`config.mk`:
```
export PLATFORM = sky130hd
export DESIGN_NAME = float_to_int_flat
export DESIGN_NICKNAME = d
export VERILOG_FILES = /design/src/rtl/float_to_int_if.sv /design/src/rtl/float_to_int.sv /design/src/flat_wrapper.sv
export SDC_FILE = /design/constraint.sdc
export NUM_CORES = 1
export LEC_CHECK = 0
export BUFFER_PORTS_ARGS = -buffer_cell sky130_fd_sc_hd__buf_2
export CORE_MARGIN = 5
export CORE_UTILIZATION = 30
export DETAILED_ROUTE_END_ITERATION = 8
export SYNTH_ARGS = -nofsm -noshare
export SYNTH_HDL_FRONTEND = slang
export SYNTH_SLANG_ARGS = --single-unit
```
`constraint.sdc`:
```
create_clock -name clk_i -period 4.18 [get_ports clk_i]
set_input_delay 0.209 -clock clk_i [delete_from_list [all_inputs] [get_ports clk_i]]
set_output_delay 0.209 -clock clk_i [all_outputs]
set_load 0.01 [all_outputs]
```
`src/rtl/float_to_int_if.sv`:
```
// Handshake bundle for the float-to-int converter: a float operand stream in,
// an integer result stream (with exception flags) out.
interface float_to_int_if #(
    parameter int unsigned Width = 32,
    parameter int unsigned IW    = 32
) ();
    logic             in_valid;
    logic             in_ready;
    logic [Width-1:0] in_data;
    logic             out_valid;
    logic             out_ready;
    logic [IW-1:0]    out_data;
    logic [2:0]       out_flags;  // {invalid, overflow, inexact}

    // Producer of operands / consumer of results
    modport master (
        output in_valid,
        output in_data,
        output out_ready,
        input  in_ready,
        input  out_valid,
        input  out_data,
        input  out_flags
    );

    // The converter itself
    modport slave (
        input  in_valid,
        input  in_data,
        input  out_ready,
        output in_ready,
        output out_valid,
        output out_data,
        output out_flags
    );
endinterface

```
`src/rtl/float_to_int.sv`:
```
// IEEE-754 single-precision to signed integer converter, truncating toward
// zero. Special cases resolve on the accept edge; normal operands are aligned
// by a one-bit-per-cycle shifter before the sign is applied.
module float_to_int #(
    parameter int unsigned E     = 8,
    parameter int unsigned M     = 23,
    parameter int unsigned Width = 1 + E + M,
    parameter int unsigned IW    = 32,
    parameter int unsigned BIAS  = (1 << (E - 1)) - 1
) (
    input logic          clk_i,
    input logic          rst_i,
    float_to_int_if.slave bus
);
    localparam int unsigned CW   = $clog2(IW) + 1;
    localparam int          IwM1 = int'(IW) - 1;
    localparam int          MI   = int'(M);

    localparam logic [IW-1:0] MaxPos = {1'b0, {(IW-1){1'b1}}};
    localparam logic [IW-1:0] MinNeg = {1'b1, {(IW-1){1'b0}}};

    typedef enum logic [1:0] {StIdle, StShift, StDone} state_e;

    state_e          state_q, state_d;
    logic [IW-1:0]   acc_q, acc_d;
    logic [CW-1:0]   cnt_q, cnt_d;
    logic            left_q, left_d;
    logic            sign_q, sign_d;
    logic            sticky_q, sticky_d;
    logic [IW-1:0]   data_q, data_d;
    logic [2:0]      flags_q, flags_d;

    // Operand unpacking
    logic            sgn;
    logic [E-1:0]    exp_f;
    logic [M-1:0]    man;
    logic            exp_ones;
    logic            man_nz;
    logic [IW-1:0]   acc_init;
    int              ue;

    assign sgn      = bus.in_data[Width-1];
    assign exp_f    = bus.in_data[Width-2 -: E];
    assign man      = bus.in_data[M-1:0];
    assign exp_ones = &exp_f;
    assign man_nz   = |man;
    assign acc_init = {{(IW-M-1){1'b0}}, 1'b1, man};
    assign ue       = int'({1'b0, exp_f}) - int'(BIAS);

    assign bus.in_ready  = (state_q == StIdle);
    assign bus.out_valid = (state_q == StDone);
    assign bus.out_data  = data_q;
    assign bus.out_flags = flags_q;

    // Next-state: classify on accept, iterate the aligner, release on handshake
    always_comb begin
        state_d  = state_q;
        acc_d    = acc_q;
        cnt_d    = cnt_q;
        left_d   = left_q;
        sign_d   = sign_q;
        sticky_d = sticky_q;
        data_d   = data_q;
        flags_d  = flags_q;

        unique case (state_q)
            StIdle: begin
                if (bus.in_valid) begin
                    sign_d   = sgn;
                    sticky_d = 1'b0;
                    acc_d    = acc_init;
                    left_d   = 1'b0;
                    cnt_d    = '0;
                    state_d  = StDone;
                    if (exp_ones && man_nz) begin
                        data_d  = MaxPos;
                        flags_d = 3'b100;
                    end else if (exp_ones) begin
                        data_d  = sgn ? MinNeg : MaxPos;
                        flags_d = 3'b010;
                    end else if (ue < 0) begin
                        // |x| < 1 truncates to +0 regardless of sign
                        data_d  = '0;
                        flags_d = {2'b00, (|exp_f) | man_nz};
                    end else if (ue > IwM1 || (ue == IwM1 && !(sgn && !man_nz))) begin
                        // Only exactly -2^(IW-1) fits at the top exponent
                        data_d  = sgn ? MinNeg : MaxPos;
                        flags_d = 3'b010;
                    end else begin
                        left_d = (ue > MI);
                        cnt_d  = CW'((ue > MI) ? (ue - MI) : (MI - ue));
                        if (ue == MI) begin
                            data_d  = sgn ? -acc_init : acc_init;
                            flags_d = 3'b000;
                        end else begin
                            state_d = StShift;
                        end
                    end
                end
            end
            StShift: begin
                if (left_q) begin
                    acc_d = {acc_q[IW-2:0], 1'b0};
                end else begin
                    acc_d    = {1'b0, acc_q[IW-1:1]};
                    sticky_d = sticky_q | acc_q[0];
                end
                cnt_d = cnt_q - CW'(1);
                // Last shift and result formation share the same cycle
                if (cnt_q == CW'(1)) begin
                    state_d = StDone;
                    data_d  = sign_q ? -acc_d : acc_d;
                    flags_d = {2'b00, sticky_d};
                end
            end
            StDone: begin
                if (bus.out_ready) begin
                    state_d = StIdle;
                end
            end
            default: state_d = StIdle;
        endcase
    end

    // State registers with synchronous reset
    always_ff @(posedge clk_i) begin
        if (rst_i) begin
            state_q  <= StIdle;
            acc_q    <= '0;
            cnt_q    <= '0;
            left_q   <= 1'b0;
            sign_q   <= 1'b0;
            sticky_q <= 1'b0;
            data_q   <= '0;
            flags_q  <= '0;
        end else begin
            state_q  <= state_d;
            acc_q    <= acc_d;
            cnt_q    <= cnt_d;
            left_q   <= left_d;
            sign_q   <= sign_d;
            sticky_q <= sticky_d;
            data_q   <= data_d;
            flags_q  <= flags_d;
        end
    end
endmodule

```
`src/flat_wrapper.sv`:
```
// flat-port wrapper written by rule: the top's interface ports become plain ports
module float_to_int_flat 
#(
    parameter int unsigned E     = 8,
    parameter int unsigned M     = 23,
    parameter int unsigned Width = 1 + E + M,
    parameter int unsigned IW    = 32,
    parameter int unsigned BIAS  = (1 << (E - 1)) - 1
)
  (clk_i, rst_i, bus_in_valid, bus_in_data, bus_out_ready, bus_in_ready, bus_out_valid, bus_out_data, bus_out_flags);
  float_to_int_if #(.Width(Width), .IW(IW)) bus_i ();
  input logic clk_i;
  input logic rst_i;
  input wire logic [$bits(bus_i.in_valid)-1:0] bus_in_valid;
  input wire logic [$bits(bus_i.in_data)-1:0] bus_in_data;
  input wire logic [$bits(bus_i.out_ready)-1:0] bus_out_ready;
  output wire logic [$bits(bus_i.in_ready)-1:0] bus_in_ready;
  output wire logic [$bits(bus_i.out_valid)-1:0] bus_out_valid;
  output wire logic [$bits(bus_i.out_data)-1:0] bus_out_data;
  output wire logic [$bits(bus_i.out_flags)-1:0] bus_out_flags;
  assign bus_i.in_valid = bus_in_valid;
  assign bus_i.in_data = bus_in_data;
  assign bus_i.out_ready = bus_out_ready;
  assign bus_in_ready = bus_i.in_ready;
  assign bus_out_valid = bus_i.out_valid;
  assign bus_out_data = bus_i.out_data;
  assign bus_out_flags = bus_i.out_flags;
  float_to_int #(.E(E), .M(M), .Width(Width), .IW(IW), .BIAS(BIAS)) u_core (.clk_i(clk_i), .rst_i(rst_i), .bus(bus_i));
endmodule
```
==> impl_metrics.toml, run 1 <==
[logic_synthesis]
yosysTopAreaCell = "dfxtp_1"
async_reset_ff_share_pct = 0
synth-main-ff-cell = "dfxtp_1"
synth_seq_cells = 78
yosys-top-cells-count = "nor2_1, a21oi_1, dfxtp_1"
syn_area_mm2 = 0.00595
yosysTopAreaCellShare_pct = 26.2
yosys_warnings = 0
ys_types = 66
synth_area_leaders = "dfxtp_1, a21oi_1, nor2_1, mux2i_1, xnor2_1"
synth.most_common_cell = "nor2_1"
ys_seq_area_share_pct = 26.2
synth_edf_count = 0
synth.avg_cell_area_um2 = 7.45
synthCells = 799
synthesis.nets = 844

[clocking]
htreeDepth = 3
postCtsHoldBufs = 0
cts_root_buf = "clkbuf_16"
cts-resized-gates = 0
cts_sinks = 78
cts_buffers = 9
cts_setup_buffers = 0
clockBufferDepth = 2
clock_latency_ps = 340
clk_pin_slew_worst_paths_ps = 60
cts_tree = "built"

[setup_path]
cp-start-kind = "flop"
r2r-start = "u_core.left_q$_SDFFE_PP0P_"
worst-setup-path-type = "reg -> reg"
r2r-end = "u_core.bus.out_data[31]$_SDFFE_PP0P_"
reg2reg_depth = 8
crit_required_ps = 4420
r2r_setup_slack_ps = 1020
cp_max_fo = 29
cp_data_arrival_time_ps = 3400
setup.worst_path.end_class = "flop"

[placement]
gp_congestion = 0.923
hpwlAfterDp_mm = 14.2
dp.cells = 1085
port_buffers = 72

[global_route]
met3_usage_pct = 1.89
grt-ovfl-total = 0
grtUsageMet2_pct = 26.2
grt_usage_pct = 16.9
grt_first_pass_wirelength_mm = 30.8
antenna_found_initial = 0
grt_pass1_vias = 5481
grt_max_degree = 53
use_met1_pct = 24.5
grt.busiest_layer = "met2"

[power_and_ir_drop]
seq_power_share_pct = 37.0
power_density_mw_per_mm2 = 359
p_int_mw = 1.59
p_leak_nw = 2.39
switchingPower_mw = 0.848
switching_share_pct = 34.8
p_comb_share_pct = 30.1
p_clk_share_pct = 32.9
ir_drop_mv = 0.180

[routing]
drt_iter0_drc = 674
drt-total-wl_mm = 19.7
wl_per_cell_um = 17.9
dr.pass1.iters = 5
drt.antenna.violating_nets = 0
drc = 0
via_count = 6127
viasPerCell = 5.56

[timing]
setup_viol = 0
rsz0062_at_grt = "false"
period_share_pct = 75.5
period_needed_ps = 3160
slew_viol_final = 0
tns_ps = 0
clock-skew-final_ps = 6.01
hold_viol = 0
max_slew_margin_pct = 35.7
worst_pin_slew_ps = 965
fmax_mhz = 317

[outcome]
outcome = "complete, no violations"

[worst_hold_path]
hold_start = "bus_out_ready"
hp-class = "in -> reg"
hold-path-endpoint = "u_core.state_q[1]$_SDFFE_PP0P_"
worstHoldPathCells = 4

[floorplan]
die_w_um = 151
core-area_mm2 = 0.0195
num_rows = 51
die_area_mm2 = 0.0228
die-height_um = 151
ioPinCount = 73
start_util_pct = 30.5

[finish]
seqCellArea_mm2 = 0.00156
multi_input_area_mm2 = 0.00406
fin_nets = 876
nFillCells = 2091
fin_cells = 1101
finish.utilization_pct = 34.7
syn_to_final_growth_pct = 13.9
drive_above_1_share_pct = 16.0
antenna_cells = 0

[flow_run]
max_cap_viol_count = 0
-- sequential cells by signal (all words and copies together), names as in the netlist --
signal,cells
u_core.bus.out_data,32
u_core.bus.out_flags,3
u_core.state_q,2
u_core.sticky_q,1
u_core.cnt_q,6
u_core.acc_q,32
u_core.left_q,1
u_core.sign_q,1
-- area by class of cell --
type	instances	share of cell area (%)
sequential	78	23.0
clock buffer	13	3.84
multi-input combinational	640	59.9
timing repair buffer	86	6.86
tap	265	4.89
inverter	16	0.885
clock inverter	3	0.627
-- power by group through the flow --
stage | registers (mW) | logic [mW] | clock network [mW]
after global routing | 0.910 | 0.803 | 0.849
final | 0.900 | 0.733 | 0.802
after global placement | 0.912 | 0.718 | 0
after CTS | 0.897 | 0.726 | 0.815
after detailed placement | 0.912 | 0.722 | 0
after floorplan | 0.903 | 0.504 | 0
-- worst max path at each step --
| stage | from | to | slack (ps) | cells after the start |
|---|---|---|---|---|
| after floorplan | u_core.left_q$_SDFFE_PP0P_ | u_core.bus.out_data[16]$_SDFFE_PP0P_ | 630 | 13 |
| after global placement | bus_in_data[23] | u_core.bus.out_data[18]$_SDFFE_PP0P_ | 840 | 10 |
| after detailed placement | bus_in_data[23] | u_core.bus.out_data[18]$_SDFFE_PP0P_ | 890 | 10 |
| after CTS | u_core.left_q$_SDFFE_PP0P_ | u_core.bus.out_data[31]$_SDFFE_PP0P_ | 1070 | 8 |
| after global routing | u_core.left_q$_SDFFE_PP0P_ | u_core.bus.out_data[31]$_SDFFE_PP0P_ | 730 | 8 |
| final | u_core.left_q$_SDFFE_PP0P_ | u_core.bus.out_data[31]$_SDFFE_PP0P_ | 1020 | 8 |
-- cell families after synthesis --
kind of cell | share of synthesized area, %
buffers and inverters | 5.82
DFF | 26.2
AOI/OAI and AO/OA | 30.3
and+or+nand+nor | 23.2
xor gates and xnor gates | 7.06
adders and majority gates | 1.89
muxes | 5.53
-- critical path, stage by stage (launching register included) --
cell	delay, ps
dfxtp_2	730
buf_4	360
nor3b_1	440
o211ai_1	210
nand2b_1	290
o41ai_1	430
xor2_1	180
a21oi_1	90
a311oi_1	310
-- stage by stage --
stage               hold WS [ps]  setup slack [ps]  total power [mW]  instance area [um^2]
finish                       204              1020              2.43                  6780
global route                 239               733              2.56                  6780
CTS                          191              1070              2.44                  6780
detailed placement           473               895              1.63                  6480
global placement             463               844              1.63                  6480
floorplan                    406               632              1.41                  5950
-- placed cells by master (no fill, tap or decap), types with 6 or more instances in the layout --
master and instances:
nor2b_1 15, buf_2 72, nor3_1 28, clkbuf_16 9, o21ai_1 14, a311oi_1 17
mux2_2 7, ha_1 9, o21ai_0 40, a2111oi_0 8, xnor2_1 27, xor2_1 21
nand2b_1 8, nor3b_1 6, o31ai_1 17, nand3_1 20, o211ai_1 7, a311oi_2 6
a21oi_1 88, dfxtp_1 77, o41ai_1 6, nor2_1 99, buf_4 14, mux2i_1 25
nand2_1 62, o21a_1 6, inv_1 16, a211oi_1 25
-- per-layer routing --
metal | share of wire (%) | vias to the layer above
met5 | 0 | -
met1 | 47 | 2862
met3 | 6.8 | 38
met2 | 44 | 226
li1 | - | 3001
met4 | 2.3 | 0
Note: power is estimated with default switching activity, not from simulation.
==> inputs of run 2 (changes only) <==
clock period = 3.3 ns   (was 4.18 ns; I/O delays follow)
==> impl_metrics.toml, run 2 (same netlist as run 1, synthesis figures left out) <==
[finish]
layout.cells.most_common = "nor2_1"
fin_nets = 890
syn_to_final_growth_pct = 15.8
mostFrequentLayoutCells = "nor2_1, a21oi_1, dfxtp_1"
antenna_cells = 0
fin_cells = 1115
drive_above_1_share_pct = 17.6
finish.utilization_pct = 35.3

[clocking]
clock_latency_ps = 350
cts_root_buf = "clkbuf_16"
clockBufferDepth = 2
htreeDepth = 3
clk_pin_slew_worst_paths_ps = 60
cts_setup_buffers = 0
cts_tree = "built"
cts_buffers = 9
postCtsHoldBufs = 0
cts_sinks = 78
cts-resized-gates = 0

[timing]
hold_viol = 0
setup_viol = 0
period_share_pct = 89.6
hold-worst-slack_ps = 155
rsz0062_at_grt = "false"
period_needed_ps = 2960
slew_viol_final = 0
tns_ps = 0
clock-skew-final_ps = 6.76
fmax_mhz = 338
max_slew_margin_pct = 49.8
worst_pin_slew_ps = 752

[power_and_ir_drop]
p_leak_nw = 2.45
power_density_mw_per_mm2 = 444
ir_drop_mv = 0.234
total_power_mw = 3.06

[routing]
drc = 0
drt-total-wl_mm = 20.2
wl_per_cell_um = 18.1
via_count = 6219
dr.pass1.iters = 7
viasPerCell = 5.58
drt_iter0_drc = 401
drt.antenna.violating_nets = 0

[global_route]
grt-ovfl-total = 0
grt_first_pass_wirelength_mm = 31.5
grt_usage_pct = 17.4
met3_usage_pct = 1.94
use_met1_pct = 24.9
grt.busiest_layer = "met2"
grtUsageMet2_pct = 27.3
antenna_found_initial = 0
grt_max_degree = 36
grt_pass1_vias = 5590

[setup_path]
worst-setup-path-type = "reg -> reg"
crit_path_cell_trace = "buf_12, buf_4, or3b_2, a211oi_1, nand3_1, o41ai_1, xor2_1, a21oi_1, a311oi_1"
cp_data_arrival_time_ps = 3220
setup.worst_path.end_class = "flop"
cp-start-kind = "flop"
slowest_delay_ps = 470
cp_max_fo = 31
cp_slowest_cell = "or3b_2"
crit_required_ps = 3560

[floorplan]
ioPinCount = 73
die-height_um = 151
core-area_mm2 = 0.0195
die_w_um = 151
num_rows = 51
start_util_pct = 30.5
die_area_mm2 = 0.0228

[placement]
hpwlAfterDp_mm = 14.5
gp_congestion = 0.915
dp.cells = 1099
port_buffers = 72

[worst_hold_path]
hp-class = "in -> reg"

[flow_run]
max_cap_viol_count = 0

[outcome]
outcome = "complete, no violations"
## run 2: changes by cell type in the layout (fill, tap and decap cells not counted), sizes merged
| cell | before | now |
|---|---|---|
| clkinvlp | 1 | 5 |
| buf | 86 | 100 |
| inv | 16 | 18 |
| bufinv | 1 | 0 |
| clkbuf | 13 | 9 |
| clkinv | 1 | 0 |
## run 2: path summary, 6_finish.rpt
path | from | endpoint | slack, ps | cells after the start
worst min register to register | u_core.bus.out_flags[2]$_SDFFE_PP0P_ | u_core.bus.out_flags[2]$_SDFFE_PP0P_ | 490 | 2
worst max register to register | u_core.left_q$_SDFFE_PP0P_ | u_core.bus.out_data[31]$_SDFFE_PP0P_ | 340 | 9
worst max-delay path | u_core.left_q$_SDFFE_PP0P_ | u_core.bus.out_data[31]$_SDFFE_PP0P_ | 340 | 9
worst min-delay path | bus_out_ready | u_core.state_q[1]$_SDFFE_PP0P_ | 160 | 4
## run 2: cell type report
cell class	count	area [um^2]
Clock buffer	9	225
Clock inverter	7	57.6
Fill cell	2084	12600
Inverter	16	60.1
Multi-Input combinational cell	640	4060
Sequential cell	78	1560
Tap cell	265	332
Timing Repair Buffer	100	596
## run 2: metal layers
| layer | share of wire [%] | wire length [um] |
|---|---|---|
| met2 | 45 | 9120 |
| met5 | 0 | 0 |
| met1 | 47 | 9500 |
| met4 | 2.1 | 419 |
| met3 | 5.6 | 1130 |
## run 2: critical path: cells and delay by family (launching register included)
kind,cells,cell delay [ps]
AOI/OAI and AO/OA,4,1130
and+or+nand+nor,2,630
buffers and inverters,2,450
DFF,1,400
xor gates and xnor gates,1,250
## run 2: through the flow
step / instance area (um^2) / setup WS (ps)
4_1_cts: 6890 / 383
2_1_floorplan: 5960 / 65.1
5_1_grt: 6890 / 169
6_report: 6890 / 344
3_3_place_gp: 6610 / 256
3_5_place_dp: 6610 / 182
## run 2: power by group
| group | leakage [nW] | internal [mW] | switching, mW | total (mW) |
|---|---|---|---|---|
| Sequential | 0.642 | 1.04 | 0.0870 | 1.12 |
| Clock | 0.122 | 0.517 | 0.449 | 0.966 |
| Combinational | 1.68 | 0.367 | 0.602 | 0.969 |
